--- config.mk ---
export PLATFORM = sky130hd
export DESIGN_NAME = fletcher_acc_mod2nm1
export DESIGN_NICKNAME = d
export VERILOG_FILES = /design/src/rtl/lau_pkg.sv /design/src/rtl/AddMod2Nm1.sv /design/src/rtl/fletcher_acc_mod2nm1.sv
export SDC_FILE = /design/constraint.sdc
export NUM_CORES = 1
export LEC_CHECK = 0
export ABC_AREA = 0
export BUFFER_PORTS_ARGS = -buffer_cell sky130_fd_sc_hd__buf_2
export CAP_MARGIN = 0
export CORE_AREA = 2 2 89 91
export DETAILED_ROUTE_END_ITERATION = 10
export DIE_AREA = 0 0 91 93
export PLACE_DENSITY = 0.74
export SETUP_SLACK_MARGIN = 0.3
export SLEW_MARGIN = 20
export SYNTH_ARGS = -nofsm -noshare
export SYNTH_HDL_FRONTEND = slang
export SYNTH_SLANG_ARGS = --single-unit
export TNS_END_PERCENT = 5
--- constraint.sdc ---
create_clock -name clk_i -period 13.55 [get_ports clk_i]
set_clock_uncertainty 0.1 [all_clocks]
set_input_delay 1.355 -clock clk_i [delete_from_list [all_inputs] [get_ports clk_i]]
set_output_delay 1.355 -clock clk_i [all_outputs]
set_load 0.02 [all_outputs]
--- src/rtl/lau_pkg.sv ---
// Shared types for the ones'-complement arithmetic blocks: adder prefix style
// and the Fletcher accumulator state encoding.
package lau_pkg;

  typedef enum logic {
    SLOW,
    FAST
  } speed_e;

  typedef enum logic [1:0] {
    IDLE,
    ACC,
    DONE
  } fletcher_state_e;

endpackage

--- src/rtl/AddMod2Nm1.sv ---
// Ones'-complement adder: s = a + b mod 2^width-1, end-around carry, so the
// all-ones "negative zero" may appear in the result.
module AddMod2Nm1
  import lau_pkg::*;
#(
  parameter int unsigned width = 8,
  parameter speed_e      speed = FAST
) (
  input  logic [width-1:0] a,
  input  logic [width-1:0] b,
  output logic [width-1:0] s
);

  logic [width:0] raw;

  assign raw = {1'b0, a} + {1'b0, b};

  generate
    if (speed == FAST) begin : g_fast
      // Carry-select: precompute a+b+1 so the end-around carry only drives a mux.
      logic [width-1:0] plus_one;
      assign plus_one = a + b + width'(1);
      assign s = raw[width] ? plus_one : raw[width-1:0];
    end else begin : g_slow
      assign s = raw[width-1:0] + {{(width-1){1'b0}}, raw[width]};
    end
  endgenerate

endmodule

--- src/rtl/fletcher_acc_mod2nm1.sv ---
// Streaming Fletcher checksum accumulator (sum1/sum2 modulo 2^width-1) with a
// saturating word counter and a registered result handshake.
module fletcher_acc_mod2nm1
  import lau_pkg::*;
#(
  parameter int unsigned width     = 8,
  parameter speed_e      speed     = FAST,
  parameter int unsigned cnt_width = 16,
  parameter logic        normalize = 1'b1
) (
  input  logic                 clk_i,
  input  logic                 rst_i,
  input  logic                 in_valid_i,
  output logic                 in_ready_o,
  input  logic [width-1:0]     in_data_i,
  input  logic                 in_last_i,
  output logic                 out_valid_o,
  input  logic                 out_ready_i,
  output logic [width-1:0]     out_sum1_o,
  output logic [width-1:0]     out_sum2_o,
  output logic [cnt_width-1:0] out_count_o
);

  fletcher_state_e state, state_nxt;

  logic [width-1:0]     sum1, sum2;
  logic [width-1:0]     base1, base2, s1n, s2n;
  logic [cnt_width-1:0] count, cnt_nxt;
  logic                 accept, xfer, fresh, load_out, clear;

  assign in_ready_o  = (state == DONE) ? out_ready_i : 1'b1;
  assign out_valid_o = (state == DONE);
  assign accept      = in_valid_i & in_ready_o;
  assign xfer        = out_valid_o & out_ready_i;

  // Any word accepted outside ACC opens a new frame, so the adders start from zero.
  assign fresh   = (state != ACC);
  assign base1   = fresh ? '0 : sum1;
  assign base2   = fresh ? '0 : sum2;
  assign cnt_nxt = fresh ? cnt_width'(1)
                 : ((&count) ? count : count + cnt_width'(1));

  AddMod2Nm1 #(.width(width), .speed(speed)) u_add1 (.a(base1), .b(in_data_i), .s(s1n));
  AddMod2Nm1 #(.width(width), .speed(speed)) u_add2 (.a(base2), .b(s1n),       .s(s2n));

  function automatic logic [width-1:0] norm(input logic [width-1:0] x);
    return (normalize && (&x)) ? '0 : x;
  endfunction

  always_ff @(posedge clk_i) begin
    if (rst_i) state <= IDLE;
    else       state <= state_nxt;
  end

  always_comb begin
    state_nxt = state;
    load_out  = 1'b0;
    clear     = 1'b0;
    case (state)
      IDLE, ACC: begin
        if (accept) begin
          state_nxt = in_last_i ? DONE : ACC;
          load_out  = in_last_i;
        end
      end
      DONE: begin
        if (xfer) begin
          if (accept) begin
            state_nxt = in_last_i ? DONE : ACC;
            load_out  = in_last_i;
          end else begin
            state_nxt = IDLE;
            clear     = 1'b1;
          end
        end
      end
      default: state_nxt = IDLE;
    endcase
  end

  always_ff @(posedge clk_i) begin
    if (rst_i) begin
      sum1        <= '0;
      sum2        <= '0;
      count       <= '0;
      out_sum1_o  <= '0;
      out_sum2_o  <= '0;
      out_count_o <= '0;
    end else begin
      if (accept) begin
        sum1  <= s1n;
        sum2  <= s2n;
        count <= cnt_nxt;
      end else if (clear) begin
        sum1  <= '0;
        sum2  <= '0;
        count <= '0;
      end
      if (load_out) begin
        out_sum1_o  <= norm(s1n);
        out_sum2_o  <= norm(s2n);
        out_count_o <= cnt_nxt;
      end
    end
  end

endmodule

==> results.toml, run 1 <==
[cts]
post_cts_hold_buffer_count = 0
cts_inserted_buffers = 9
clock-root-buffer = "clkbuf_8"
tritoncts = "done"
clock_latency_late_sink_ns = 0.35
clock_tree.buffer_depth = 2
post_cts_resized = 0
worst_setup_hold_path_clk_slew_ns = 0.07
h-tree-depth = 3
tritoncts_num_sinks = 66
postCtsSetupBuffers = 0

[setup_path]
critical_path.endpoint_type = "flop"
cell_with_the_most_instances_on_the_worst_path = "a21o_1"
rr_worst_depth = 22
worst_ep_required_time_ns = 13.69
crit_type = "in -> reg"
cpPeakStageDelay_ns = 0.83
path_cells = "buf_2, ha_1, fa_1, a211oi_2, o211a_1, o311ai_4, a21o_1, a21o_1, a21o_1, a21oi_1, xnor2_1, ha_1, o41ai_1, nor2_1, a21oi_4, a311oi_2, or4b_1, nand3_2, nand4_4, a32o_2"
slowest_stage = "o41ai_1"
cp-start-kind = "primary input"
crit_fanout = 7
regToRegSetupSlack_ns = 7.20
critical_path_arrival_ns = 6.52

[timing]
fin_crit_sh = 0.471
postLayoutSetupSlackWorst_ns = 7.16
maxSlewViolCount = 0
worst-slew-pin-transition_ns = 0.975
clock.fmax_mhz = 157
relSlewSlack = 0.349
timing_hold_violations_final = 0
setup-violations-final = 0
rsz0062_at_grt = "false"
final.setup.tns_ns = 0
layout_min_cycle_time_ns = 6.39

[floorplanning]
die_h_um = 93
initial_standard_cell_utilization_of_the_core = 0.533
fp-row-count = 32
die_w_um = 91
ios = 47
die_area_um2 = 8460
design.core.area_um2 = 7530

[drt]
routed_via_density = 5.89
postRouteAntennaNets = 0
via_count = 3668
totalWireLength_mm = 9.88
detail_route.first_pass.iterations = 5
detail_route.iter0.violations = 166
post_drt_wl_per_cell_um = 15.9
drc_errors = 0

[final_layout]
area_of_combinational_cells_with_multiple_inputs_um2 = 2580
area.sequential_um2 = 1320
number_of_nets_in_the_layout = 552
number_of_diodes_added_for_antenna_fixing = 0
num-fill-cells = 696
drive_above_1_share = 0.173
area_growth_pct = 12.9

[global_route]
grt_usage = 0.235
antenna_found_initial = 0
grt_pass1_wl_mm = 16.1
grt_max_degree = 56
grt_overflow = 0
grt_pass1_vias = 3447

[power]
vdd_drop_max_v = 0.0000507
cellLeakagePower_nw = 1.95
power_density_nw_per_um2 = 103
post-layout-total-power_uw = 466

[hold_path]
worstHoldPathCells = 2
worst_hold_path_type = "reg -> reg"

[yosys]
yosysUniqueCellTypes = 63
largest_area_contributor_in_the_netlist = "dfxtp_1"
synth_top_flop_cell = "dfxtp_1"
synth-seq-area-share = 0.329
synth_top_cells_by_area = "dfxtp_1 33%, ha_1 6.2%, a22oi_1 6.0%"
synth_async_sr_flop_share = 0
synthesis.area_um2 = 4010
synthesis.nets = 513
synth_seq_cells = 66
post-synth-top-area-fraction = 0.329
cell_count_after_synthesis = 477
yosysWarnings = 0
synthesis.area_per_instance_um2 = 8.41
synth_enable_flop_cells = 0

[run]
max_cap_viols = 0

[placed_design]
port_buffers = 46
dpl_worst_slack_ns = 6.86
dp_hpwl_mm = 6.80
routabilityCongestion = 0.886

[outcome]
status = "complete, no violations"
[layer usage]
layer  vias up  GRT usage  routed length (µm)
li1       1806          -                   -
met1      1728      0.309                4510
met2       119      0.387                4550
met3        15     0.0532                 670
met4         0     0.0694                 147
met5         -          0                   0
[final timing paths]
path / start / endpoint
hold reg to reg: out_count_o[1] / out_count_o[1]
hold / removal: out_count_o[1] / out_count_o[1]
setup reg to reg: state[1] / out_sum2_o[2]
setup / recovery: in_data_i[0] / out_sum2_o[2]
[cells in the final DEF, fill, tap and decap left out, types with 9 or more instances in the layout]
cell | synthesis | routed
xor2_1 | 9 | 9
nor2_1 | 57 | 56
nand2b_1 | 11 | 11
buf_2 | 0 | 46
a21oi_1 | 35 | 34
a22oi_1 | 32 | 32
nand2_1 | 52 | 52
clkbuf_8 | 0 | 10
inv_1 | 11 | 11
and2_1 | 16 | 16
dfxtp_1 | 66 | 66
o21ai_0 | 16 | 16
xnor2_1 | 14 | 14
ha_1 | 20 | 20
[worst max-delay path: cells and delay by family]
kind                       cells  cell delay [ns]
and+or+nand+nor                4             1.06
AOI/OAI and AO/OA             11             2.89
adders and majority gates      3             0.94
xor gates and xnor gates       1             0.16
buffers and inverters          1             0.11
[cell families after synthesis]
| logic type | synth area share |
|---|---|
| DFF | 0.329 |
| adders and majority gates | 0.0774 |
| buffers and inverters | 0.0303 |
| AOI/OAI and AO/OA | 0.254 |
| muxes | 0.00250 |
| and+or+nand+nor | 0.242 |
| xor gates and xnor gates | 0.0639 |
[layout make-up]
cell class | instances | area share
Multi-Input combinational cell | 379 | 0.570
Sequential cell | 66 | 0.292
Timing Repair Buffer | 49 | 0.0558
Clock buffer | 10 | 0.0304
Tap cell | 102 | 0.0282
Clock inverter | 6 | 0.0144
Inverter | 11 | 0.00912
[registers in the layout (all words and copies together) (netlist names)]
signal and flops:
state 2, out_sum1_o 8, sum2 8, count 16, out_count_o 16, sum1 8, out_sum2_o 8
[cell usage after synthesis (3+ instances only)]
cell and instances:
and3_1 7, a31oi_1 5, xnor2_1 14, a22o_1 6
fa_1 3, nor3_1 6, xor2_1 9, nor2_1 57
dfxtp_1 66, a22oi_1 32, or3_1 4, inv_1 11
a32o_1 3, nand3_1 7, a21oi_1 35, a21o_1 7
and4_1 7, a211oi_1 4, clkbuf_1 18, a32o_2 5
o21ai_0 16, nand2b_1 11, and2_1 16, nand4_1 3
nor2b_1 6, nand2_1 52, ha_1 20
[stage by stage]
| step | instance area, µm² | hold slack, ns | cells | utilization |
|---|---|---|---|---|
| after floorplan | 4010 | 0.370 | 477 | - |
| after global placement | 4320 | 0.340 | 607 | 0.574 |
| after detailed placement | 4320 | 0.344 | 607 | 0.574 |
| after CTS | 4530 | 0.355 | 623 | 0.601 |
| after global routing | 4530 | 0.376 | 623 | 0.602 |
| final | 4530 | 0.353 | 623 | 0.602 |
[where the power goes]
part / switching (mW) / internal [mW]
sequential: 0.00464 / 0.202
clock: 0.0823 / 0.0903
combinational: 0.0562 / 0.0308
Power figures use the tool's default switching activity.
==> inputs of run 2 (changes only) <==
CORE_AREA = 2 2 90 92   (was 2 2 89 91)
DIE_AREA = 0 0 92 94   (was 0 0 91 93)
PLACE_DENSITY = 0.76   (was 0.74)
clock period = 5.6 ns   (was 13.55 ns; I/O delays follow)
==> run 2 against run 1 <==
Setup slack got worse by 6.8 ns; clock power grew 140%; flip-flop and latch count is the same; non-clock buffer count grew 30; sequential share of layout area fell by 2.4 points; via count increased by 5.5%.
==> results.toml, run 2 (synthesis gave the netlist of run 1 again) <==
[timing]
maxSlewViolCount = 0
rsz0062_at_grt = "true"
timing_hold_violations_final = 0
worst-slew-pin-transition_ns = 1.04
final.setup.tns_ns = 0
setup-violations-final = 0
layout_min_cycle_time_ns = 5.23
clock.fmax_mhz = 191
relSlewSlack = 0.304
fin_crit_sh = 0.934

[power]
vdd_drop_max_v = 0.000171
power_density_nw_per_um2 = 237
cellLeakagePower_nw = 2.13
post-layout-total-power_mw = 1.17

[floorplanning]
die_area_um2 = 8650
initial_standard_cell_utilization_of_the_core = 0.527
fp-row-count = 32
die_w_um = 92
ios = 47
design.core.area_um2 = 7610
die_h_um = 94

[setup_path]
critical_path.endpoint_type = "flop"
worst_ep_required_time_ns = 5.74
critical_path_arrival_ns = 5.37
crit_type = "reg -> reg"
cp-start-kind = "flop"
crit_fanout = 6

[global_route]
grt_usage = 0.247
grt_overflow = 0
grt_pass1_wl_mm = 17.2
grt_max_degree = 56
grt_pass1_vias = 3687
antenna_found_initial = 0

[drt]
drc_errors = 0
detail_route.iter0.violations = 185
routed_via_density = 5.92
via_count = 3870
postRouteAntennaNets = 0
post_drt_wl_per_cell_um = 16.6
totalWireLength_mm = 10.9
detail_route.first_pass.iterations = 4

[final_layout]
number_of_nets_in_the_layout = 583
layout_commonest_cell = "dfxtp_1"
layout_common_cells = "64 x dfxtp_1, 54 x nor2_1, 49 x nand2_1"
layout.cells.non_filler = 654
drive_above_1_share = 0.279
number_of_diodes_added_for_antenna_fixing = 0
num-fill-cells = 666
top_regs = "count: 16 flops, out_count_o: 16 flops"
area_growth_pct = 23.5

[hold_path]
worst_hold_path_type = "reg -> reg"

[cts]
post_cts_hold_buffer_count = 0
clock_tree.buffer_depth = 2
clock-root-buffer = "clkbuf_8"
clock_latency_late_sink_ns = 0.35
tritoncts = "done"
tritoncts_num_sinks = 66
cts_inserted_buffers = 9
worst_setup_hold_path_clk_slew_ns = 0.07
h-tree-depth = 3

[placed_design]
place.detailed.instances = 615
routabilityCongestion = 0.943
port_buffers = 46
dp_hpwl_mm = 7.46

[run]
max_cap_viols = 0

[outcome]
status = "complete, no violations"
run 2: path summary, 6_finish.rpt:
kind                   start              end  slack (ns)  cells after the start
max                 state[1]    out_sum2_o[2]        0.37                     24
min          out_count_o[10]  out_count_o[10]        0.35                      2
min reg2reg  out_count_o[10]  out_count_o[10]        0.35                      2
max reg2reg         state[1]    out_sum2_o[2]        0.37                     24
run 2: critical path, cell delays in order, from the launching register on:
cell and delay (ns):
dfxtp_2 0.35, and2b_4 0.22, nand2_4 0.07, inv_2 0.04, ha_4 0.16, fa_2 0.42, a211oi_2 0.25, o211a_1 0.25
o311ai_4 0.13, a21o_1 0.18, a21o_1 0.18, a21o_1 0.17, a21oi_2 0.16, xnor2_2 0.11, ha_4 0.31, o21ai_2 0.05
nand2b_1 0.14, o41ai_4 0.12, o21ai_1 0.18, o32ai_2 0.11, a21bo_2 0.28, or4b_4 0.55, nand3_4 0.12, nand4_4 0.15
a32o_2 0.30
run 2: final cells by class:
type | count | area [µm²] | share of cell area
tap | 102 | 128 | 0.0258
multi-input combinational | 380 | 2780 | 0.561
clock buffer | 11 | 151 | 0.0306
inverter | 11 | 41.3 | 0.00834
sequential | 66 | 1320 | 0.267
timing repair buffer | 79 | 478 | 0.0965
clock inverter | 5 | 52.6 | 0.0106
run 2: power breakdown:
part | switching [mW] | leakage [nW] | total (mW) | internal [mW]
clock network | 0.182 | 0.105 | 0.409 | 0.227
logic | 0.155 | 1.49 | 0.261 | 0.105
registers | 0.0123 | 0.538 | 0.501 | 0.489
total | 0.350 | 2.13 | 1.17 | 0.822
run 2: stage by stage:
step / util / hold WS, ns / worst slack (ns) / instance area, µm²
final: 0.651 / 0.353 / 0.370 / 4950
after CTS: 0.623 / 0.355 / 0.302 / 4740
after detailed placement: 0.581 / 0.345 / 0.0109 / 4420
after floorplan: - / 0.370 / 0.323 / 4060
after global placement: 0.581 / 0.340 / 0.177 / 4420
after global routing: 0.651 / 0.371 / 0.200 / 4950
run 2: per-layer routing:
| layer | track usage | vias up | routed length (µm) |
|---|---|---|---|
| met1 | 0.337 | 1838 | 5100 |
| met2 | 0.385 | 129 | 4910 |
| li1 | - | 1872 | - |
| met3 | 0.0546 | 31 | 619 |
| met4 | 0.0883 | 0 | 242 |
| met5 | 0 | - | 0 |
run 2: what timing repair did:
action	in CTS	in global routing
resized for setup	10	30
pin swaps	12	29
cloned	0	1
endpoints found under the setup margin	10	12
buffers inserted	11	11
==> inputs of run 3 (changes only) <==
clock period = 4.7 ns   (was 5.6 ns; I/O delays follow)
==> run 3 against run 2 <==
The flow now finishes with violations (negative setup slack); design area up 6.4%; utilization increased by 4.2 points; wire length is 0.50% higher; total power increased by 19%; clock-buffer cell count shrank 2; flip-flop and latch count did not move; non-clock buffer count rose by 42; sequential share of layout area decreased by 1.6 points; register-to-register slack worse by 0.79 ns; clock power grew 11%; largest cell class unchanged.
==> results.toml, run 3 (synthesis gave the netlist of run 1 again) <==
[outcome]
status = "finished with violations"
violations = "negative setup slack"

[floorplanning]
die_h_um = 94
die_area_um2 = 8650
die_w_um = 92
ios = 47
initial_standard_cell_utilization_of_the_core = 0.527
design.core.area_um2 = 7610
fp-row-count = 32

[cts]
tritoncts_num_sinks = 66
worst_setup_hold_path_clk_slew_ns = 0.07
post_cts_hold_buffer_count = 0
h-tree-depth = 3
tritoncts = "done"
clock_latency_late_sink_ns = 0.34
clock-root-buffer = "clkbuf_8"
clock_tree.buffer_depth = 2
cts_inserted_buffers = 9

[power]
power.share.combinational = 0.247
switching_share = 0.302
internal_power_uw = 974
vdd_drop_max_v = 0.000251
share_clk_of_total_power = 0.326
post-layout-total-power_mw = 1.40
seqPwrFrac = 0.427
switchingPower_uw = 422
cellLeakagePower_nw = 2.34
power_density_nw_per_um2 = 265

[drt]
detail_route.iter0.violations = 205
postRouteAntennaNets = 0
drc_errors = 0
post_drt_wl_per_cell_um = 15.7
routed_via_density = 5.75
via_count = 3989
totalWireLength_mm = 10.9
detail_route.first_pass.iterations = 5

[timing]
worst-slew-pin-transition_ns = 1.02
layout_min_cycle_time_ns = 5.12
maxSlewViolCount = 0
fin_crit_sh = 1.09
final.setup.tns_ns = -3.90
rsz0062_at_grt = "true"
clock.fmax_mhz = 195
relSlewSlack = 0.321
postLayoutSetupSlackWorst_ns = -0.416
timing_hold_violations_final = 0
setup-violations-final = 12
worst_hold_slack_ns = 0.354

[setup_path]
crit_type = "reg -> reg"
timing.critical_path.max_delay_family = "compound AO/OA/AOI/OAI gates"
slowest_stage = "or4b_4"
crit_fanout = 6
critical_path_arrival_ns = 5.25
cpPeakStageDelay_ns = 0.53
regToRegSetupSlack_ns = -0.42
cp-start-kind = "flop"
critical_path.n_buffers_inverters = 2
critical_path.endpoint_type = "flop"
cell_with_the_most_instances_on_the_worst_path = "a21o_1"
worst_ep_required_time_ns = 4.83

[final_layout]
top_regs = "count: 16 flops, out_count_o: 16 flops"
layout_commonest_cell = "buf_4"
num-fill-cells = 639
drive_above_1_share = 0.324
layout_common_cells = "75 x buf_4, 65 x dfxtp_1, 55 x nor2_1"
number_of_diodes_added_for_antenna_fixing = 0
area_growth_pct = 31.3
number_of_nets_in_the_layout = 624

[global_route]
grt_pass1_vias = 3811
grt_overflow = 0
grt_max_degree = 56
grt_usage = 0.258
grt_pass1_wl_mm = 17.8
antenna_found_initial = 0

[placed_design]
dp_hpwl_mm = 8.10
routabilityCongestion = 0.866
port_buffers = 46

[hold_path]
worst_hold_path_type = "reg -> reg"

[run]
max_cap_viols = 0
==> run 3: changes by cell type in the layout (fill, tap and decap cells not counted), moves of 2 or more <==
cell      delta
buf_4       +42
clkbuf_8     -2
ha_2         -2
ha_4         +2
o21ai_0      -2
o21ai_1      +2
==> run 3: metal layers <==
| metal | vias up | GRT usage | wire (µm) |
|---|---|---|---|
| met5 | - | 0 | 0 |
| met4 | 0 | 0.0784 | 215 |
| met3 | 21 | 0.0425 | 540 |
| met2 | 135 | 0.433 | 5170 |
| met1 | 1883 | 0.343 | 4990 |
| li1 | 1950 | - | - |
==> run 3: final timing paths <==
path,start,end,cells past startpoint
worst max register to register,state[1],out_sum2_o[2],25
worst min-delay path,out_count_o[3],out_count_o[3],2
worst max-delay path,state[1],out_sum2_o[2],25
worst min register to register,out_count_o[3],out_count_o[3],2
==> run 3: power groups by stage <==
stage	clock network, mW	registers, mW	logic [mW]
after detailed placement	0	0.608	0.313
after CTS	0.460	0.596	0.326
after global placement	0	0.607	0.307
after floorplan	0	0.618	0.181
after global routing	0.482	0.598	0.372
final	0.455	0.596	0.345
==> run 3: repair_timing <==
item / in CTS / in global routing
pin swaps: 12 / 20
cloned: 0 / 0
setup endpoints to repair: 16 / 16
buffers inserted: 5 / 3
gates resized for setup: 10 / 18
==> run 3: cell type report <==
type / count / area [µm²] / area share
multi-input cells: 379 / 2800 / 0.532
flip-flops and latches: 66 / 1320 / 0.251
repair buffers: 121 / 793 / 0.151
well taps: 102 / 128 / 0.0242
clock buffers: 9 / 124 / 0.0235
clock inverters: 6 / 58.8 / 0.0112
inverters: 11 / 41.3 / 0.00784
==> run 3: worst register-to-register path: stages (launching register included) <==
cell,delay [ns]
dfxtp_2,0.32
and2b_2,0.26
nand2_4,0.08
inv_2,0.04
ha_4,0.15
fa_2,0.36
a211oi_2,0.24
o211a_1,0.19
buf_4,0.12
o311ai_4,0.08
a21o_1,0.18
a21o_1,0.18
a21o_1,0.17
a21oi_2,0.19
xnor2_2,0.13
ha_4,0.30
o21ai_1,0.07
nand2b_1,0.13
o41ai_4,0.11
o21ai_2,0.14
o32ai_2,0.10
a21bo_2,0.28
or4b_4,0.53
nand3_4,0.12
nand4_4,0.13
a32o_2,0.30
==> run 3: stage by stage <==
stage	area (µm²)	utilization	setup slack (ns)	cells
2_1_floorplan	4100	-	-0.403	477
3_3_place_gp	4880	0.641	-0.453	671
3_5_place_dp	4880	0.641	-0.551	671
4_1_cts	5150	0.678	-0.451	691
5_1_grt	5270	0.693	-0.658	694
6_report	5270	0.693	-0.416	694
